$ cat src/rtl/sqrt_pipelined.sv
// sqrt_pipelined: fully pipelined unsigned integer square root,
// root = floor(sqrt(radicand)), restoring digit-by-digit, one stage per root bit.
//
// Parameters:
//   INPUT_BITS   radicand width (>= 2, odd allowed)
//   OUTPUT_BITS  root width and pipeline depth (derived)
// Ports:
//   clk         rising-edge clock
//   reset_n     asynchronous active-low reset
//   start       qualifies radicand this cycle
//   radicand    unsigned operand
//   data_valid  one-cycle strobe per issued operand, OUTPUT_BITS-1 edges after issue
//   root        result, held between strobes
//   remainder   radicand - root*root (only when SQRT_REMAINDER_EN is defined)
//
// Optional feature macro: SQRT_REMAINDER_EN
module sqrt_pipelined #(
    parameter int INPUT_BITS = 16,
    localparam int OUTPUT_BITS = INPUT_BITS / 2 + INPUT_BITS % 2
) (
    input  logic                   clk,
    input  logic                   reset_n,
    input  logic                   start,
    input  logic [INPUT_BITS-1:0]  radicand,
    output logic                   data_valid,
    output logic [OUTPUT_BITS-1:0] root
`ifdef SQRT_REMAINDER_EN
    ,
    output logic [OUTPUT_BITS:0]   remainder
`endif
);

    localparam int EXT_BITS = 2 * OUTPUT_BITS;
    localparam int REM_BITS = OUTPUT_BITS + 1;
    localparam int SH_BITS  = REM_BITS + 2;

    // Odd widths gain a zero MSB so the operand splits into whole bit pairs.
    logic [EXT_BITS-1:0] w_rad_ext;
    assign w_rad_ext = EXT_BITS'(radicand);

    genvar k;
    generate
        for (k = 0; k < OUTPUT_BITS; k++) begin : g_stage
            // Radicand bits still unconsumed after this stage.
            localparam int LEFT = EXT_BITS - 2 * (k + 1);
`ifdef SQRT_REMAINDER_EN
            localparam bit KEEP_REM = 1'b1;
`else
            localparam bit KEEP_REM = (k < OUTPUT_BITS - 1);
`endif

            logic                   w_in_valid;
            logic                   w_load;
            logic [LEFT+1:0]        w_rad_src;
            logic [1:0]             w_pair;
            logic [OUTPUT_BITS-1:0] w_root_in;
            logic [REM_BITS-1:0]    w_rem_in;
            logic [SH_BITS-1:0]     w_rem_sh;
            logic [SH_BITS-1:0]     w_trial;
            logic                   w_ge;
            logic [OUTPUT_BITS-1:0] w_root_nx;
            logic                   r_valid;
            logic [OUTPUT_BITS-1:0] r_root;

            if (k == 0) begin : g_first
                assign w_in_valid = start;
                assign w_load     = 1'b1;
                assign w_rad_src  = w_rad_ext;
                assign w_root_in  = '0;
                assign w_rem_in   = '0;
            end else begin : g_next
                // Later stages only advance on a valid slot so root holds across bubbles.
                assign w_in_valid = g_stage[k-1].r_valid;
                assign w_load     = g_stage[k-1].r_valid;
                assign w_rad_src  = g_stage[k-1].g_rad.r_rad;
                assign w_root_in  = g_stage[k-1].r_root;
                assign w_rem_in   = g_stage[k-1].g_rem.r_rem;
            end

            assign w_pair    = w_rad_src[LEFT+1 -: 2];
            assign w_rem_sh  = {w_rem_in, w_pair};
            assign w_trial   = {1'b0, w_root_in, 2'b01};
            assign w_ge      = (w_rem_sh >= w_trial);
            assign w_root_nx = OUTPUT_BITS'({w_root_in, w_ge});

            always_ff @(posedge clk or negedge reset_n) begin
                if (!reset_n) begin
                    r_valid <= 1'b0;
                    r_root  <= '0;
                end else begin
                    r_valid <= w_in_valid;
                    if (w_load) r_root <= w_root_nx;
                end
            end

            if (LEFT > 0) begin : g_rad
                logic [LEFT-1:0] r_rad;
                always_ff @(posedge clk or negedge reset_n) begin
                    if (!reset_n)    r_rad <= '0;
                    else if (w_load) r_rad <= w_rad_src[LEFT-1:0];
                end
            end

            if (KEEP_REM) begin : g_rem
                logic [REM_BITS-1:0] w_rem_nx;
                logic [REM_BITS-1:0] r_rem;
                // The restoring remainder never exceeds 2*root, so the low
                // REM_BITS of the difference are exact.
                assign w_rem_nx = w_ge ? (w_rem_sh[REM_BITS-1:0] - w_trial[REM_BITS-1:0])
                                       : w_rem_sh[REM_BITS-1:0];
                always_ff @(posedge clk or negedge reset_n) begin
                    if (!reset_n)    r_rem <= '0;
                    else if (w_load) r_rem <= w_rem_nx;
                end
            end
        end
    endgenerate

    assign data_valid = g_stage[OUTPUT_BITS-1].r_valid;
    assign root       = g_stage[OUTPUT_BITS-1].r_root;
`ifdef SQRT_REMAINDER_EN
    assign remainder  = g_stage[OUTPUT_BITS-1].g_rem.r_rem;
`endif

endmodule

$ cat config.mk
export PLATFORM = sky130hd
export DESIGN_NAME = sqrt_pipelined
export DESIGN_NICKNAME = d
export VERILOG_FILES = /design/src/rtl/sqrt_pipelined.sv
export SDC_FILE = /design/constraint.sdc
export NUM_CORES = 1
export LEC_CHECK = 0
export BUFFER_PORTS_ARGS = -buffer_cell sky130_fd_sc_hd__buf_2
export CORE_MARGIN = 2
export CORE_UTILIZATION = 56
export CTS_BUF_LIST = sky130_fd_sc_hd__clkbuf_16
export CTS_CLUSTER_DIAMETER = 200
export DETAILED_ROUTE_END_ITERATION = 8
export PLACE_DENSITY = 0.75
export SLEW_MARGIN = 20
export SYNTH_ARGS = -nofsm -noshare
export SYNTH_HDL_FRONTEND = slang
export SYNTH_SLANG_ARGS = --single-unit
$ cat constraint.sdc
create_clock -name clk -period 1.85 [get_ports clk]
set_input_delay 0.185 -clock clk [delete_from_list [all_inputs] [get_ports clk]]
set_output_delay 0.185 -clock clk [all_outputs]
set_load 0.03 [all_outputs]
==> key figures <==
Setup path
  – CP Launch Type: register
  – CP Capture Type: register
  – Crit path max fanout: 5
  – Crit Path Category: reg2reg
  – R2r setup slk: -0.17 ns
  – WP data arrival: 2.34 ns
  – R2R cell count: 9
  – Worst reg2reg endpoint: g_stage[6].g_rem.r_rem[4]$_DFFE_PN0P_
  – Worst reg2reg path startpoint: g_stage[5].r_root[0]$_DFFE_PN0P_
  – Req. time, crit path: 2.16 ns

Layout
  – Area of the multi-input gates: between 3000 and 4000 sq um
  – Final layout net count: 951
  – Share of cells above drive strength 1: 0.3750
  – Final Cell Area: approximately 10000 sq um
  – Register area: between 3000 and 4000 sq um
  – Finished Layout Cells: about 1100
  – Area Overhead vs Synth: 34.91%
  – N_diodes: 0
  – Fillcell total: just under 800

Power and ir drop
  – P_int: between 9 and 10 mW
  – Switching power: around 5 mW
  – Sequential power share: 0.337
  – Clock power share: 0.246
  – Comb power frac: 0.417
  – VDD IR max: 0.0009666 V
  – Switch share: 0.3501
  – Pwr/cell area: 1361 nW/um^2
  – Leakage: about 4.6 nW

STA
  – Final Cycle Share: 1.094
  – Clock skew: between 0.006 and 0.007 ns
  – Setup WS post-layout: -0.1746 ns
  – RSZ-0062 raised after global routing: true
  – Worst-Margin Slew: 0.7001 ns
  – Fmax: between 0.4 and 0.5 GHz
  – Final Slew Violations: 0
  – Crit path time final: 2.025 ns
  – Final Hold Viols: 0
  – Worst slew margin: 0.5333
  – Final setup fails: 22

Placement
  – Port Buffers: 27
  – Hpwl dp: roughly 11 mm
  – Placed cells: 1000
  – Routability cong.: between 0.8 and 0.9
  – Post-placement cell area: approximately 8800 sq um

Synth
  – Synth cell types: 61
  – Largest area contributor in the netlist: dfrtp_1
  – Ranking of synthesized cells by area: dfrtp_1 51%, mux2_2 7.1%, ha_1 6.7%
  – Most common cell in the synthesized netlist: dfrtp_1
  – Post-synth EDFFs: 0
  – Async set-or-reset flop fraction in the synthesized netlist: 1.000
  – Gate count of the mapped netlist: slightly above 700
  – Main synth FF type: dfrtp_1
  – Post-synthesis cell area: 7631 sq um
  – Yosys warning count: 0
  – FF+latch count, synth: roughly 160
  – Top cell type's share of synthesized area: 0.5148
  – Synth cell count leaders: 157 x dfrtp_1, 61 x inv_1, 57 x o21ai_0
  – Seq/Total Area, Yosys: 0.5148
  – Synthesized net count: just under 800
  – Mean post-synth cell area: about 11 sq um

Global routing
  – Total track usage: 0.2619
  – Vias in the first global route: around 6300
  – First-pass GRT wire length: roughly 30 mm
  – Antenna violations before repair: 0
  – Pin count of the biggest net entering global routing: 53
  – GR Overflow Total: 0

Route
  – Final antenna-violating net count: 0
  – Drt wl/cell: 17.71 um
  – Vias: approximately 6100
  – Total Wirelength: 19.12 mm
  – Starting DRT DRC Count: approximately 430
  – Via density: around 5.7
  – DRC Markers: 0
  – Drt first pass iters: 5

Floorplanning
  – DIE HEIGHT: roughly 120 um
  – Die footprint: 14580 sq um
  – Num ports: 28
  – Die W: 120.7 um
  – Row cnt: 42
  – Starting density of the core: 0.5740
  – Core area: approximately 13000 sq um

Clock tree
  – Clock sink count: approximately 160
  – H-tree Lvls: 4
  – Clock transition at the registers of the reported paths: 0.07 ns
  – CTS tree: yes
  – CTS buffer count: 17
  – Clk Tree Root Cell: clkbuf_16
  – CTS Buffer Depth: 2
  – Worst-Skew Late Latency: between 0.4 and 0.5 ns

Flow run
  – Max-capacitance violation count: 0

Run status
  – Status: finished, violations left
  – Failing checks: setup timing

Hold path
  – Worst hold path type: in2async
## cell families after synthesis
family          after synthesis  share of synthesized area
compound gates              157                     0.1236
xor+xnor                     28                    0.03214
fa+ha+maj                    41                    0.06722
buf+inv                      87                    0.04394
flops                       157                     0.5148
mux                          70                     0.1003
other cells                   1                  0.0004914
simple gates                178                     0.1174
## critical path, stage by stage, from the launching register on
cell,delay (ns)
dfrtp_1,0.37
inv_2,0.06
ha_4,0.28
o211ai_1,0.13
o211ai_1,0.22
a31oi_2,0.12
buf_4,0.15
buf_4,0.15
and3_4,0.17
a211o_1,0.25
## per-stage QoR
stage          hold WS (ns)  total power [mW]  setup TNS (ns)  setup WS (ns)  utilization
2_1_floorplan       -0.1106             7.566       -0.008461      -0.008461            -
3_3_place_gp         0.1368             9.218         -0.4840       -0.08024       0.6604
6_report             0.2494             14.01          -1.763        -0.1746       0.7743
3_5_place_dp         0.1400             9.398          -2.321        -0.1565       0.6604
5_1_grt              0.2829             14.77          -3.851        -0.2502       0.7743
4_1_cts              0.2638             13.38         -0.5972       -0.09570       0.7448
## routing by layer
layer / track usage / share of wire
met2: 0.4643 / 0.54
met5: 0 / 0
met1: 0.3253 / 0.41
met4: 0.07703 / 0.018
met3: 0.05047 / 0.033
## layout by cell type (no fill, tap or decap), types with 5 or more instances in the layout
cell type        n
a21o_1           5
a21oi_1         35
a31oi_1         11
buf_2           26
buf_4          120
buf_6            9
clkbuf_16       17
dfrtp_1        154
dlygate4sd3_1   19
ha_1            22
ha_4            17
inv_1           45
inv_2           17
inv_6            5
mux2_2          46
mux2i_1         18
nand2_1         52
nand3_1          8
nand3_2          5
nand3b_1         6
nor2_1          45
nor2b_1          7
nor3_1          13
o211ai_1         5
o21a_1           8
o21ai_0         48
o21ai_2          6
xnor2_1         22
## registers in the layout, indices dropped and copies added (netlist names)
name                 cells
g_stage.g_rad.r_rad     56
g_stage.g_rem.r_rem     57
data_valid               1
g_stage.r_valid          7
g_stage.r_root          28
root                     8
## power groups by stage
stage	logic (mW)	registers (mW)	clock network (mW)
final	5.85	4.72	3.44
after detailed placement	4.72	4.67	0
after global routing	6.33	4.81	3.63
after global placement	4.58	4.64	0
after floorplan	2.88	4.69	0
after CTS	5.25	4.67	3.46
## repair_timing
action | 4_1_cts | 5_1_grt
cloned | 3 | 0
resized for setup | 47 | 65
pin swaps | 16 | 43
hold endpoints to repair | 56 | 0
buffers inserted | 9 | 18
endpoints found under the setup margin | 39 | 48
hold buffers | 19 | 0
## layout make-up
class,count,share of cell area
Clock inverter,15,0.01531
Tap cell,176,0.02139
Inverter,61,0.02224
Sequential cell,157,0.3820
Timing Repair Buffer,178,0.1370
Clock buffer,17,0.04132
Multi-Input combinational cell,476,0.3808
## worst max path at each step
stage                                               start                                    end  slack [ns]
finish                   g_stage[5].r_root[0]$_DFFE_PN0P_  g_stage[6].g_rem.r_rem[4]$_DFFE_PN0P_       -0.17
detailed placement       g_stage[3].r_root[2]$_DFFE_PN0P_  g_stage[4].g_rem.r_rem[1]$_DFFE_PN0P_       -0.16
global placement         g_stage[5].r_root[0]$_DFFE_PN0P_  g_stage[6].g_rem.r_rem[6]$_DFFE_PN0P_       -0.08
CTS                 g_stage[3].g_rem.r_rem[2]$_DFFE_PN0P_  g_stage[4].g_rem.r_rem[6]$_DFFE_PN0P_        -0.1
floorplan                g_stage[4].r_root[3]$_DFFE_PN0P_  g_stage[5].g_rem.r_rem[0]$_DFFE_PN0P_      -0.008
global route             g_stage[3].r_root[2]$_DFFE_PN0P_  g_stage[4].g_rem.r_rem[2]$_DFFE_PN0P_       -0.25
(Power assumes the default switching activity.)
